==> src/rtl/elevator_request_queue_pkg.sv <==
// Shared types for the elevator controller: floor numbers, travel direction codes and
// the request-queue presentation states.
package elevator_pkg;

    typedef logic [3:0] floor_t;

    localparam logic [1:0] GOING_UP   = 2'b11;
    localparam logic [1:0] GOING_DOWN = 2'b00;
    localparam logic [1:0] STATIONARY = 2'b01;

    typedef enum logic [1:0] {
        IDLE    = 2'd0,
        PRESENT = 2'd1,
        GAP     = 2'd2
    } queue_state_t;

    // Signed compare keeps the check well-formed when the lower bound is 0.
    function automatic logic floor_in_range(floor_t f, int lo, int hi);
        return (int'(f) >= lo) && (int'(f) < hi);
    endfunction

endpackage

==> src/rtl/elevator_request_queue_if.sv <==
// Call intake and head-presentation signals between the panel scanner, the request
// queue and ElevatorLogic.
interface elevator_request_queue_if #(
    parameter int unsigned DEPTH = 8
);
    localparam int unsigned CntW = $clog2(DEPTH) + 1;

    logic                call_valid_i;
    logic                call_ready_o;
    elevator_pkg::floor_t call_src_floor_i;
    elevator_pkg::floor_t call_dst_floor_i;
    logic                call_drop_o;
    logic                request_o;
    elevator_pkg::floor_t requested_current_floor_o;
    elevator_pkg::floor_t requested_destination_floor_o;
    logic                request_served_i;
    logic [CntW-1:0]     count_o;
    logic                stall_o;

    modport slave (
        input  call_valid_i, call_src_floor_i, call_dst_floor_i, request_served_i,
        output call_ready_o, call_drop_o, request_o, requested_current_floor_o,
               requested_destination_floor_o, count_o, stall_o
    );

    modport master (
        output call_valid_i, call_src_floor_i, call_dst_floor_i, request_served_i,
        input  call_ready_o, call_drop_o, request_o, requested_current_floor_o,
               requested_destination_floor_o, count_o, stall_o
    );

endinterface

==> src/rtl/elevator_request_queue_request_fifo.sv <==
// Circular call buffer with a per-entry valid mask and a parallel (src, dst) duplicate
// comparator across all occupied entries.
module request_fifo
    import elevator_pkg::*;
#(
    parameter  int unsigned DEPTH = 8,
    localparam int unsigned PtrW  = $clog2(DEPTH),
    localparam int unsigned CntW  = PtrW + 1
) (
    input  logic            clk_i,
    input  logic            rst_i,
    input  logic            push_i,
    input  logic            pop_i,
    input  floor_t          src_i,
    input  floor_t          dst_i,
    output floor_t          head_src_o,
    output floor_t          head_dst_o,
    output logic [CntW-1:0] count_o,
    output logic            dup_hit_o
);

    floor_t             src_q [DEPTH];
    floor_t             dst_q [DEPTH];
    logic [DEPTH-1:0]   valid_q;
    logic [PtrW-1:0]    head_q, tail_q;
    logic [CntW-1:0]    count_q;

    always_comb begin
        dup_hit_o = 1'b0;
        for (int i = 0; i < DEPTH; i++) begin
            if (valid_q[i] && src_q[i] == src_i && dst_q[i] == dst_i) dup_hit_o = 1'b1;
        end
    end

    always_ff @(posedge clk_i) begin
        if (rst_i) begin
            head_q  <= '0;
            tail_q  <= '0;
            count_q <= '0;
            valid_q <= '0;
            for (int i = 0; i < DEPTH; i++) begin
                src_q[i] <= '0;
                dst_q[i] <= '0;
            end
        end else begin
            if (pop_i) begin
                valid_q[head_q] <= 1'b0;
                head_q          <= head_q + PtrW'(1);
            end
            if (push_i) begin
                src_q[tail_q]   <= src_i;
                dst_q[tail_q]   <= dst_i;
                valid_q[tail_q] <= 1'b1;
                tail_q          <= tail_q + PtrW'(1);
            end
            count_q <= count_q + CntW'(push_i) - CntW'(pop_i);
        end
    end

    assign head_src_o = src_q[head_q];
    assign head_dst_o = dst_q[head_q];
    assign count_o    = count_q;

endmodule

==> src/rtl/elevator_request_queue.sv <==
// Hall-call queue: validates and de-duplicates panel calls, buffers them, and presents the
// oldest one to ElevatorLogic until served, with a watchdog for calls left unserved.
module elevator_request_queue
    import elevator_pkg::*;
#(
    parameter  int unsigned DEPTH     = 8,
    parameter  int          MAXFLOORS = 10,
    parameter  int          MINFLOORS = 0,
    parameter  int unsigned TIMEOUT   = 255,
    localparam int unsigned CntW      = $clog2(DEPTH) + 1
) (
    input logic                    clk_i,
    input logic                    rst_i,
    elevator_request_queue_if.slave bus
);

    queue_state_t    state_q, state_d;
    logic            request_q, request_d;
    floor_t          cur_q, cur_d, dst_q, dst_d;
    logic [15:0]     wd_q, wd_d;
    logic            drop_q;
    logic [CntW-1:0] count;
    floor_t          head_src, head_dst;
    logic            dup_hit, handshake, bad_call, push, pop;

    assign bus.call_ready_o = (count != CntW'(DEPTH));
    assign handshake        = bus.call_valid_i && bus.call_ready_o;
    assign bad_call         = (bus.call_src_floor_i == bus.call_dst_floor_i)
                           || !floor_in_range(bus.call_src_floor_i, MINFLOORS, MAXFLOORS)
                           || !floor_in_range(bus.call_dst_floor_i, MINFLOORS, MAXFLOORS);
    assign push             = handshake && !bad_call && !dup_hit;

    request_fifo #(
        .DEPTH (DEPTH)
    ) u_fifo (
        .clk_i      (clk_i),
        .rst_i      (rst_i),
        .push_i     (push),
        .pop_i      (pop),
        .src_i      (bus.call_src_floor_i),
        .dst_i      (bus.call_dst_floor_i),
        .head_src_o (head_src),
        .head_dst_o (head_dst),
        .count_o    (count),
        .dup_hit_o  (dup_hit)
    );

    always_comb begin
        state_d   = state_q;
        request_d = request_q;
        cur_d     = cur_q;
        dst_d     = dst_q;
        wd_d      = wd_q;
        pop       = 1'b0;
        unique case (state_q)
            IDLE, GAP: begin
                // In GAP the count already reflects the pop on the previous edge.
                if (count != '0) begin
                    state_d   = PRESENT;
                    request_d = 1'b1;
                    cur_d     = head_src;
                    dst_d     = head_dst;
                    wd_d      = '0;
                end else begin
                    state_d = IDLE;
                end
            end
            PRESENT: begin
                if (bus.request_served_i) begin
                    pop       = 1'b1;
                    state_d   = GAP;
                    request_d = 1'b0;
                    wd_d      = '0;
                end else if (wd_q != 16'(TIMEOUT)) begin
                    wd_d = wd_q + 16'd1;
                end
            end
            default: state_d = IDLE;
        endcase
    end

    always_ff @(posedge clk_i) begin
        if (rst_i) begin
            state_q   <= IDLE;
            request_q <= 1'b0;
            cur_q     <= '0;
            dst_q     <= '0;
            wd_q      <= '0;
            drop_q    <= 1'b0;
        end else begin
            state_q   <= state_d;
            request_q <= request_d;
            cur_q     <= cur_d;
            dst_q     <= dst_d;
            wd_q      <= wd_d;
            drop_q    <= handshake && (bad_call || dup_hit);
        end
    end

    assign bus.request_o                     = request_q;
    assign bus.requested_current_floor_o     = cur_q;
    assign bus.requested_destination_floor_o = dst_q;
    assign bus.call_drop_o                   = drop_q;
    assign bus.count_o                       = count;
    assign bus.stall_o                       = (wd_q == 16'(TIMEOUT));

endmodule

==> src/flat_wrapper.sv <==
// flat-port wrapper written by rule: the top's interface ports become plain ports
module elevator_request_queue_flat import elevator_pkg::*;
#(
    parameter  int unsigned DEPTH     = 8,
    parameter  int          MAXFLOORS = 10,
    parameter  int          MINFLOORS = 0,
    parameter  int unsigned TIMEOUT   = 255,
    localparam int unsigned CntW      = $clog2(DEPTH) + 1
)
  (clk_i, rst_i, bus_call_valid_i, bus_call_src_floor_i, bus_call_dst_floor_i, bus_request_served_i, bus_call_ready_o, bus_call_drop_o, bus_request_o, bus_requested_current_floor_o, bus_requested_destination_floor_o, bus_count_o, bus_stall_o);
  elevator_request_queue_if #(.DEPTH(DEPTH)) bus_i ();
  input logic clk_i;
  input logic rst_i;
  input wire logic [$bits(bus_i.call_valid_i)-1:0] bus_call_valid_i;
  input wire logic [$bits(bus_i.call_src_floor_i)-1:0] bus_call_src_floor_i;
  input wire logic [$bits(bus_i.call_dst_floor_i)-1:0] bus_call_dst_floor_i;
  input wire logic [$bits(bus_i.request_served_i)-1:0] bus_request_served_i;
  output wire logic [$bits(bus_i.call_ready_o)-1:0] bus_call_ready_o;
  output wire logic [$bits(bus_i.call_drop_o)-1:0] bus_call_drop_o;
  output wire logic [$bits(bus_i.request_o)-1:0] bus_request_o;
  output wire logic [$bits(bus_i.requested_current_floor_o)-1:0] bus_requested_current_floor_o;
  output wire logic [$bits(bus_i.requested_destination_floor_o)-1:0] bus_requested_destination_floor_o;
  output wire logic [$bits(bus_i.count_o)-1:0] bus_count_o;
  output wire logic [$bits(bus_i.stall_o)-1:0] bus_stall_o;
  assign bus_i.call_valid_i = bus_call_valid_i;
  assign bus_i.call_src_floor_i = bus_call_src_floor_i;
  assign bus_i.call_dst_floor_i = bus_call_dst_floor_i;
  assign bus_i.request_served_i = bus_request_served_i;
  assign bus_call_ready_o = bus_i.call_ready_o;
  assign bus_call_drop_o = bus_i.call_drop_o;
  assign bus_request_o = bus_i.request_o;
  assign bus_requested_current_floor_o = bus_i.requested_current_floor_o;
  assign bus_requested_destination_floor_o = bus_i.requested_destination_floor_o;
  assign bus_count_o = bus_i.count_o;
  assign bus_stall_o = bus_i.stall_o;
  elevator_request_queue #(.DEPTH(DEPTH), .MAXFLOORS(MAXFLOORS), .MINFLOORS(MINFLOORS), .TIMEOUT(TIMEOUT)) u_core (.clk_i(clk_i), .rst_i(rst_i), .bus(bus_i));
endmodule
==> config.mk <==
export PLATFORM = sky130hd
export DESIGN_NAME = elevator_request_queue_flat
export DESIGN_NICKNAME = d
export VERILOG_FILES = /design/src/rtl/elevator_request_queue_pkg.sv /design/src/rtl/elevator_request_queue_if.sv /design/src/rtl/elevator_request_queue_request_fifo.sv /design/src/rtl/elevator_request_queue.sv /design/src/flat_wrapper.sv
export SDC_FILE = /design/constraint.sdc
export NUM_CORES = 1
export LEC_CHECK = 0
export ABC_AREA = 1
export CAP_MARGIN = 5
export CORE_MARGIN = 2
export CORE_UTILIZATION = 35
export CTS_CLUSTER_DIAMETER = 200
export DETAILED_ROUTE_END_ITERATION = 12
export GPL_TIMING_DRIVEN = 0
export HOLD_SLACK_MARGIN = 0.03
export PLACE_DENSITY = 0.56
export SETUP_SLACK_MARGIN = 0.4
export SLEW_MARGIN = 15
export SYNTH_ARGS = -nofsm -noshare
export SYNTH_HDL_FRONTEND = slang
export SYNTH_HIERARCHICAL = 1
export SYNTH_SLANG_ARGS = --single-unit
==> constraint.sdc <==
create_clock -name clk_i -period 3.8 [get_ports clk_i]
set_input_delay 0.38 -clock clk_i [delete_from_list [all_inputs] [get_ports clk_i]]
set_output_delay 0.38 -clock clk_i [all_outputs]
set_load 0.05 [all_outputs]
### Yosys cells after proc, flatten, opt, wreduce, memory -nomap -nowiden

Memory sizes are Yosys's and may differ from the RTL's. A register that Yosys moved wholly into a read port is not among the register bits.
Index checks and enable logic that the tools add are counted.

* register bits: 38
* RAM bits: 64
* memories: 2
* output and inout port bits: 16
* input bits: 12
* logic and storage cells: 125

* eq/ne operators: 25
* bitwise gates (word level): 3
* add/subtract/negate cells: 5
* reduce and logical (&&, ||, !) cells: 38
* multiplexer cells: 38
* order comparisons: 6

Memories
* u_core.u_fifo.dst_q: depth 8, width 4, rd ports 9, clocked after memory_dff 1, write ports 8, RTL line elevator_request_queue_request_fifo.sv:23 `floor_t dst_q [DEPTH];`
* u_core.u_fifo.src_q: depth 8, width 4, rd ports 9, clocked after memory_dff 1, write ports 8, RTL line elevator_request_queue_request_fifo.sv:22 `floor_t src_q [DEPTH];`

Operators by type and width (count)
* $eq 4x4->1: 17
* $mux 16: 3
* $pmux 16 s2: 1
* $mux 8: 3
* $logic_and 1x1->1: 22
* $mux 1: 22
* $add 16x1->16 const B: 1
* $eq 16x8->1 const B: 1
* $ne 16x8->1 const B: 1
* $and 8x8->8: 1
* $lt 3x4->1 const B: 2
* $lt 4x4->1 const B: 2
* $mux 4: 2
* $not 8->8: 1
* $or 8x8->8: 1
* $reduce_or 4->1: 2
* $add 3x1->3 const B: 2
* $demux 1 s3: 2
* $ge 3x1->1 const B: 2
* $mux 3: 2
* $reduce_and 3->1: 2
* $add 4x1->4: 1
* $logic_not 1->1: 4
* $ne 4x4->1 const B: 1
* other kinds (15): 17

### Depth between registers and ports, before layout

An unclocked memory read counts as a cell.

* depth after elaboration: 19
* depth in mapped cells: 18
* depth with buffers taken out: 17

### Modules after synthesis

The synthesis kept the hierarchy.

By module, submodules not included
* request_fifo: sequential area each 2342.2 sq um, cells an instance 612, area each 4810.9 sq um, instances 1
* elevator_request_queue: sequential area each 560.5 sq um, cells an instance 246, area each 1591.5 sq um, instances 1

### Worst setup path after synthesis

Ideal clock, no wire load.

* kind: register to register
* start point: register u_core.u_fifo.count_q[1], in the netlist u_core/u_fifo/count_o[1]
* end point: memory u_core/u_fifo/dst_q[1][0] in the netlist's numbering, enable pin
* stages on the path, launching flop included: 11
* required time: 3471 ps
* path slack: 973 ps
* arrival time: 2498 ps
* cell sequence: dfxtp_1 nor2_1 nand3_1 nand2_1 nor3_1 inv_1 nor2_1 inv_1 nor2_2 nand2_2 nand2_1

RTL lines
* start, declared: RTL line elevator_request_queue_request_fifo.sv:26 `logic [CntW-1:0] count_q;`
* start signal, assigned: RTL line elevator_request_queue_request_fifo.sv:56 `count_q <= count_q + CntW'(push_i) - CntW'(pop_i);`
* end, declared: RTL line elevator_request_queue_request_fifo.sv:23

==> flow_summary.toml <==
[route]
vias_per_cell = 4.896
wl_per_cell_microns = 15.38
drt-initial-drc-count = 366
drc = 0
drtAntennaViolNets = 0
drtPass1Iterations = 5
num_vias = 5611
drt-total-wl_microns = 17620

[die]
die_area_sq_um = 19390
die_y_microns = 139.3
pin_count = 28
initial_utilization_pct = 35.64
core-area_sq_um = 17960
fp-row-count = 49
fp.dieW_microns = 139.3

[setup_path]
start_kind = "input pin"
required_ns = 3.90
arrival_ns = 3.32
worst-setup-path-type = "input pin to flip-flop"
end_kind = "flip-flop"
crit_path_max_fanout = 10

[power]
netSwitchingPower_mw = 1.496
intPower_mw = 2.988
seqPwrFrac_pct = 32.9
switching_share_pct = 33.37
p_clk_share_pct = 40.0
p_per_area_nw_per_um2 = 584.3
combPwrFrac_pct = 27.2
peakVddDrop_v = 0.0003145
leakagePower_nw = 3.258
p_total_mw = 4.485

[min_path]
min_path_type = "flip-flop to flip-flop"

[logic_synthesis]
synth_compound_area_share_pct = 12.35
synth-seq-area-share_pct = 45.34
synth-adder-area-share_pct = 1.681
ys_ff_latch = 113
synth_top_family_by_area = "simple AND/OR/NAND/NOR gates"
synth-simple-area-share_pct = 28.45
synth_xor_area_share_pct = 2.873
netlist_instances = 858
avgSynthCellArea_sq_um = 7.462
synth.area.mux_share_pct = 0
synth_top_cell_by_area = "edfxtp_1"
synthTopCellsByArea = "edfxtp_1 30%, dfxtp_1 15%, nand2_1 12%, nor2_1 9.0%, inv_1 4.8%"
synth_top_area_share_pct = 30.02
synth_area_sq_um = 6402
synthDistinctLibCells = 37
syn-num-nets = 878
yosysWarnings = 6

[flow_run]
drv_cap = 0

[timing]
setup_viol = 0
hold_viol_final = 0
drv_slew = 0
post-route-period-util_pct = 84.77
clock.fmax_mhz = 310.4
tightest_slew_ns = 0.9654
rsz0062_at_grt = "no"
skew_ns = 0.008038
max_slew_margin_pct = 35.64
period_needed_ns = 3.221

[global_route]
grt_usage_pct = 18.33
antenna_found_initial = 0
grt_max_degree = 17
grt_pass1_wl_microns = 27970
grt_remaining_overflow = 0
grt_pass1_vias = 5286

[final_layout]
drive_gt1_share_pct = 11.45
multiInputGateArea_sq_um = 2964
instances_no_fill = 1146
fill_cells = 1849
seq_area_sq_um = 2903
fin_nets = 924
utilization_pct = 42.73
area_delta_synth_final_pct = 19.89
antenna_cells = 0

[clock_network]
postCtsHoldBufs = 0
cts_buffers = 17
htree_num_levels = 4
cts_tree = "done"
cts_resized = 11
clk_latency_ns = 0.42
cts.sinks = 113
clockRootBuffer = "clkbuf_16"
postCtsSetupRepairBufs = 0
cts_buffer_depth = 2
clkTransAtPathRegs_ns = 0.05

[outcome]
status = "finished clean"

[placed_design]
dpl.cell_count = 1114
port_buffers = 27
post-dp-hpwl_microns = 13010
gp_congestion = 0.8767
==> path summary, 6_finish.rpt <==
path / startpoint / to / cells after the start / slack, ns
worst max-delay path: bus_call_dst_floor_i[3] / u_core/u_fifo/src_q[6][1]$_SDFFCE_PN0P_ / 18 / 0.58
worst min-delay path: u_core/bus.request_o$_SDFFE_PP0P_ / u_core/bus.request_o$_SDFFE_PP0P_ / 2 / 0.46
worst min register to register: u_core/bus.request_o$_SDFFE_PP0P_ / u_core/bus.request_o$_SDFFE_PP0P_ / 2 / 0.46
worst max register to register: u_core/u_fifo/dst_q[1][3]$_SDFFCE_PN0P_ / u_core/u_fifo/src_q[6][1]$_SDFFCE_PN0P_ / 17 / 1.04
==> area by class of cell <==
| cell class | count | share of cell area [%] |
|---|---|---|
| plain buffers | 31 | 2.526 |
| clock buffers | 21 | 5.738 |
| clock inverters | 11 | 2.738 |
| inverters | 107 | 5.265 |
| multi-input cells | 607 | 38.61 |
| flip-flops and latches | 113 | 37.82 |
| well taps | 229 | 3.733 |
| repair buffers | 27 | 3.570 |
==> cell usage in the layout, fill, tap and decap left out, types with 17 or more instances in the layout <==
cell	count
a21oi_1	56
clkbuf_16	17
clkdlybuf4s50_1	24
dfxtp_1	49
edfxtp_1	64
inv_1	82
inv_2	19
nand2_1	187
nand3_1	40
nor2_1	153
o21ai_0	53
xor2_1	19
==> power by group through the flow <==
| stage | logic, mW | clock network (mW) | registers (mW) |
|---|---|---|---|
| after floorplan | 0.659 | 0 | 1.66 |
| after global placement | 1.20 | 0 | 1.50 |
| after detailed placement | 1.21 | 0 | 1.50 |
| after CTS | 1.22 | 1.83 | 1.48 |
| after global routing | 1.35 | 1.88 | 1.49 |
| final | 1.22 | 1.79 | 1.47 |
==> Yosys cell counts <==
cell,count
nand2_1,199
nor2_1,153
inv_1,82
edfxtp_1,64
a21oi_1,56
o21ai_0,53
dfxtp_1,49
nand3_1,40
inv_2,20
xor2_1,19
nand4_1,14
buf_2,11
clkbuf_1,10
o211ai_1,8
a31oi_1,7
buf_6,7
ha_1,7
nand2_2,7
o21ai_1,6
a21boi_0,5
clkinv_1,5
nand3_2,4
nor2_2,4
nor3_1,4
buf_4,3
o21bai_1,3
or2_2,3
nand2_4,2
nor2_4,2
o211ai_2,2
or2_0,2
xnor2_1,2
fa_1,1
nand3b_1,1
o21a_1,1
o22ai_1,1
o22ai_2,1
==> metrics by stage <==
step                      setup TNS [ns]  hold slack (ns)  worst slack (ns)  area [sq um]
after floorplan                        0           0.4467            0.9733          6402
after global placement            -24.41           0.4537           -0.4664          6959
after detailed placement          -24.36           0.4567           -0.4583          6959
after CTS                              0           0.4649            0.4600          7639
after global routing                   0           0.5031            0.3890          7676
final                                  0           0.4645            0.5787          7676
==> routing by layer <==
layer / global-route usage [%] / wire, microns
met2: 29.13 / 8123
met4: 5.688 / 283
met1: 24.90 / 8474
met5: 0 / 0
met3: 4.198 / 742
==> registers in the layout (all words and copies together), names as in the netlist, named ones only <==
register and flops:
u_core/bus.requested_current_floor_o 4, u_core/bus.request_o 1, u_core/u_fifo/count_o 4, u_core/wd_q 16
u_core/u_fifo/dst_q 32, u_core/u_fifo/src_q 32, u_core/bus.requested_destination_floor_o 4, u_core/u_fifo/tail_q 3
u_core/state_q 2, u_core/u_fifo/valid_q 8, u_core/u_fifo/head_q 3, u_core/bus.call_drop_o 1
==> cell families (layout without fill, tap and decap cells) <==
family                   after synthesis  after routing
AO/OA/AOI/OAI                        143            143
XOR/XNOR                              21             21
adder cells (fa/ha/maj)                8              8
buffers and inverters                138            197
flip-flops                           113            113
AND/OR/NAND/NOR                      435            435
==> worst max-delay path, stage by stage <==
cell	delay, ns
clkdlybuf4s50_1	0.46
buf_4	0.21
inv_2	0.15
buf_4	0.22
nand2_1	0.07
nand4_1	0.07
nor2_1	0.05
nand3_1	0.10
nand2_1	0.07
nor2_1	0.08
nand2_1	0.13
nor3_2	0.31
inv_1	0.12
nor2_1	0.10
inv_1	0.08
nor2_2	0.22
nand2_2	0.22
nand2_2	0.26
(Power assumes the default switching activity.)
==> edit 1, RTL diff (same flow settings) <==
`DEPTH` is set to 8 in 4 places; all go to 4.
--- a/src/rtl/elevator_request_queue_if.sv
+++ b/src/rtl/elevator_request_queue_if.sv
@@ -1,7 +1,7 @@
 // Call intake and head-presentation signals between the panel scanner, the request
 // queue and ElevatorLogic.
 interface elevator_request_queue_if #(
-    parameter int unsigned DEPTH = 8
+    parameter int unsigned DEPTH = 4
 );
     localparam int unsigned CntW = $clog2(DEPTH) + 1;
 
--- a/src/rtl/elevator_request_queue_request_fifo.sv
+++ b/src/rtl/elevator_request_queue_request_fifo.sv
@@ -3,7 +3,7 @@
 module request_fifo
     import elevator_pkg::*;
 #(
-    parameter  int unsigned DEPTH = 8,
+    parameter  int unsigned DEPTH = 4,
     localparam int unsigned PtrW  = $clog2(DEPTH),
     localparam int unsigned CntW  = PtrW + 1
 ) (
--- a/src/rtl/elevator_request_queue.sv
+++ b/src/rtl/elevator_request_queue.sv
@@ -3,7 +3,7 @@
 module elevator_request_queue
     import elevator_pkg::*;
 #(
-    parameter  int unsigned DEPTH     = 8,
+    parameter  int unsigned DEPTH     = 4,
     parameter  int          MAXFLOORS = 10,
     parameter  int          MINFLOORS = 0,
     parameter  int unsigned TIMEOUT   = 255,
--- a/src/flat_wrapper.sv
+++ b/src/flat_wrapper.sv
@@ -1,7 +1,7 @@
 // flat-port wrapper written by rule: the top's interface ports become plain ports
 module elevator_request_queue_flat import elevator_pkg::*;
 #(
-    parameter  int unsigned DEPTH     = 8,
+    parameter  int unsigned DEPTH     = 4,
     parameter  int          MAXFLOORS = 10,
     parameter  int          MINFLOORS = 0,
     parameter  int unsigned TIMEOUT   = 255,
Ports: changed (resized bus_count_o); port bits go from 28 to 27. No check against the original RTL was run, so the function may have changed too.
==> edit 1 against the original RTL <==
Routed wire length is 43% lower. Cell count is 36% lower. Sequential cell count is 40 lower. Area after synthesis is 36% lower. First-iteration DRC count is 22% lower. Cell area is 37% lower. Die area is 35% lower. Worst setup slack better by 0.13 ns. Power is 36% lower. Via count is 36% lower. Critical path type unchanged. Largest power group is now combinational logic.
==> edit 1: results (changes against the original RTL) <==
outcome: "finished, final reports clean"
use_met3_pct: 3.67  # -0.53 points
place_hpwl_mm: 7.44  # -43%
use_met1_pct: 23.0  # -1.9 points
power_clock_mw: 0.808  # -55%
reg_top3: "u_core/u_fifo/dst_q: 16 flops, u_core/u_fifo/src_q: 16 flops, u_core/wd_q: 16 flops"
grt_usage_pct: 16.5  # -1.8 points
pg_comb_mw: 1.04  # -15%
met2WireLength_mm: 4.60  # -43%
place_area_um2: 4570  # -34%
p_per_area_nw_per_um2: 589  # +0.86%
power_leakage_nw: 2.07  # -37%
synth_ff_type: "dfxtp_1"
cts_made_buffers: 9  # -8
ys_seq_area_share_pct: 43.3  # -2.0 points
reg2reg_depth: 15  # -2
htreeDepth: 3  # -1
endpoint: "u_core/u_fifo/dst_q[0][3]"
grt_pass1_vias: 3248  # -39%
worstSetupStartpoint: "bus_call_dst_floor_i[0]"
synth_nets: 576  # -34%
whs_ns: 0.470  # +0.00503 ns
netlist_top_cells_count: "127 x nand2_1, 112 x nor2_1, 63 x inv_1, 41 x dfxtp_1, 32 x edfxtp_1"
worst_pin_slew_ns: 0.562  # -0.403 ns
drt-initial-drc-count: 284  # -22%
rrSetupSlack_ns: 1.16  # +0.12 ns
wl_met1_mm: 4.97  # -41%
dr_wl_met3_um: 346  # -53%
synth-xor-area-share_pct: 2.98  # +0.11 points
arrival_ns: 3.09  # -0.23 ns
synth-compound-area-share_pct: 9.94  # -2.4 points
synthTopCellsByArea: "edfxtp_1 23%, dfxtp_1 20%, nand2_1 12%"
swShare_pct: 39.3  # +5.9 points
nets: 614  # -34%
grt.met2_usage_pct: 25.1  # -4.0 points
## edit 1: cell types whose count changed after synthesis, sizes merged, moves of 8 or more
cell and change:
edfxtp -32, nor2 -40, dfxtp -8, buf -13, xnor2 +10, clkbuf -8
inv -31, nand2 -74, o21ai -29, nand3 -18, o211ai -10, xor2 -17
a21oi -28
## edit 1: final cells by class
cell class / instances / area, µm²
Buffer: 10 / 55.1
Timing Repair Buffer: 27 / 268
Sequential cell: 73 / 1780
Clock buffer: 16 / 282
Multi-Input combinational cell: 396 / 2010
Fill cell: 1136 / 6620
Tap cell: 143 / 179
Inverter: 73 / 278
## edit 1: stage by stage
stage	worst slack (ns)	instances
after global routing	0.413	738
after floorplan	1.01	552
final	0.707	738
after global placement	-0.125	721
after detailed placement	0.226	722
after CTS	0.585	738
## edit 1: timing repair
action                                 CTS  global route
buffers inserted                         0             0
endpoints found under the hold margin    0             0
setup endpoints to repair                0             8
resized for setup                        0             1
==> edit 2, RTL diff (same flow settings) <==
Made on the original files. `wd_q` no longer has a reset.
--- a/src/rtl/elevator_request_queue.sv
+++ b/src/rtl/elevator_request_queue.sv
@@ -85,16 +85,18 @@
             request_q <= 1'b0;
             cur_q     <= '0;
             dst_q     <= '0;
-            wd_q      <= '0;
             drop_q    <= 1'b0;
         end else begin
             state_q   <= state_d;
             request_q <= request_d;
             cur_q     <= cur_d;
             dst_q     <= dst_d;
-            wd_q      <= wd_d;
             drop_q    <= handshake && (bad_call || dup_hit);
         end
+    end
+
+    always_ff @(posedge clk_i) begin
+        wd_q <= wd_d;
     end
 
     assign bus.request_o                     = request_q;
Check against the original RTL: no difference found for any inputs over 4 cycles, from zero or initial values and one cycle with rst_i high; that may be too few to reach the edited logic, so the function may still have changed.
==> edit 2 against the original RTL <==
Utilization increased by 0.13 points. Cell area decreased by 0.39%. Sequential cell count unchanged. Hold slack improved by 0.0085 ns. Critical endpoint is now u_core/u_fifo/src_q[4][0]. Worst setup slack improved by 0.047 ns. Synthesized cell count decreased by 6.5%. Power increased by 3.4%. Area after synthesis decreased by 1.1%. Routed wire length decreased by 4.9%.
==> edit 2: results (changes against the original RTL) <==
outcome: "finished, final reports clean"
synthTopCellsByArea: "edfxtp_1 38%, dfxtp_1 10%, nand2_1 10%"
dp.cells: 1058  # -5.0%
place_hpwl_mm: 12.4  # -4.8%
reg_top3: "u_core/u_fifo/dst_q: 32 flops, u_core/u_fifo/src_q: 32 flops, u_core/wd_q: 16 flops"
pre_cts_slack_ns: -0.539  # -0.0806 ns
muxShareOfSynthArea_pct: 0  # unchanged
num_vias: 5381  # -4.1%
arrival_ns: 3.28  # -0.04 ns
synth-xor-area-share_pct: 3.04  # +0.17 points
clockBufferDepth: 2  # unchanged
dr_wl_met3_um: 877  # +18%
nets: 872  # -5.6%
synth_nets: 822  # -6.4%
drt-initial-drc-count: 457  # +25%
layout-drive-gt1-share_pct: 13.2  # +1.7 points
clock-root-buffer: "clkbuf_16"
synth_fa_ha_area_share_pct: 1.70  # +0.018 points
peakVddDrop_v: 0.000330  # +5.0%
use_met1_pct: 23.9  # -0.96 points
top_layer: "met4"
gp_congestion: 0.872  # -0.58%
whs_ns: 0.473  # +0.00854 ns
n_fill_cell: 1748  # -5.5%
vias_per_cell: 4.92  # +0.46%
grt_usage_pct: 17.9  # -0.39 points
grt_pass1_wl_mm: 26.8  # -4.2%
pwr-share-clk_pct: 35.3  # -4.7 points
synth-edff-count: 80  # +25%
seqPwrFrac_pct: 37.0  # +4.1 points
hold_path.class: "flop to flop"
p_int_mw: 2.99  # +0.13%
yosysWarnings: 6  # unchanged
wl_mm: 16.8  # -4.9%
avgSynthCellArea_um2: 7.90  # +5.8%
netlist_top_cells_count: "176 x nand2_1, 147 x nor2_1, 95 x inv_1, 80 x edfxtp_1, 60 x o21ai_0"
ys_seq_area_share_pct: 48.4  # +3.0 points
grt_pass1_vias: 5074  # -4.0%
skew_ns: 0.00748  # -0.000558 ns
insertedDiodeCount: 0  # unchanged
dr.pass1.iters: 5  # unchanged
grt.met2_usage_pct: 28.2  # -0.96 points
cts_made_buffers: 17  # unchanged
clock.fmax_mhz: 315  # +1.5%
met2WireLength_mm: 7.63  # -6.0%
use_met3_pct: 3.26  # -0.94 points
synth-compound-area-share_pct: 12.7  # +0.37 points
worst_pin_slew_ns: 1.13  # +0.160 ns
p_per_area_nw_per_um2: 606  # +3.8%
power_leakage_nw: 3.29  # +0.85%
wl_met1_mm: 7.75  # -8.6%
place_area_um2: 6890  # -0.99%
-- edit 2: what timing repair did --
item / CTS / global route
pin swaps: 0 / 3
setup endpoints to repair: 66 / 110
setup buffers: 0 / 4
gates resized for setup: 10 / 22
-- edit 2: cells by family (layout without fill, tap and decap cells) --
family                     Yosys count  after routing
and+or+nand+nor                    379            379
AOI/OAI and AO/OA                  143            143
buffers and inverters              137            200
DFF                                113            113
xor gates and xnor gates            22             22
adders and majority gates            8              8
-- edit 2: final timing paths --
path / from / cells after the start / endpoint
hold reg to reg: u_core/u_fifo/valid_q[3] / 2 / u_core/u_fifo/valid_q[3]
hold / removal: u_core/u_fifo/valid_q[3] / 2 / u_core/u_fifo/valid_q[3]
setup / recovery: bus_call_src_floor_i[3] / 20 / u_core/u_fifo/src_q[4][0]
setup reg to reg: u_core/u_fifo/dst_q[1][3] / 20 / u_core/u_fifo/src_q[4][0]
-- edit 2: cell type report --
class / instances / area [µm²] / area share, %
Sequential cell: 113 / 3060 / 40.1
Multi-Input combinational cell: 552 / 2780 / 36.4
Inverter: 109 / 417 / 5.45
Tap cell: 229 / 287 / 3.75
Buffer: 28 / 185 / 2.42
Clock buffer: 17 / 425 / 5.56
Timing Repair Buffer: 31 / 302 / 3.94
Clock inverter: 15 / 186 / 2.44
-- edit 2: worst max-delay path: stages --
cell and delay [ns]:
clkdlybuf4s50_1 0.52, inv_1 0.21, clkbuf_4 0.26, nand2_1 0.07, o21ai_0 0.07, nor2_1 0.08, nand3_1 0.12, nand2_1 0.08
nor2_1 0.10, nand2_1 0.05, inv_1 0.04, and3_1 0.22, nand2_1 0.11, nor2_4 0.13, inv_1 0.09, nor2_1 0.09
inv_1 0.07, nor2_4 0.25, nand2_4 0.16, nand2_4 0.16
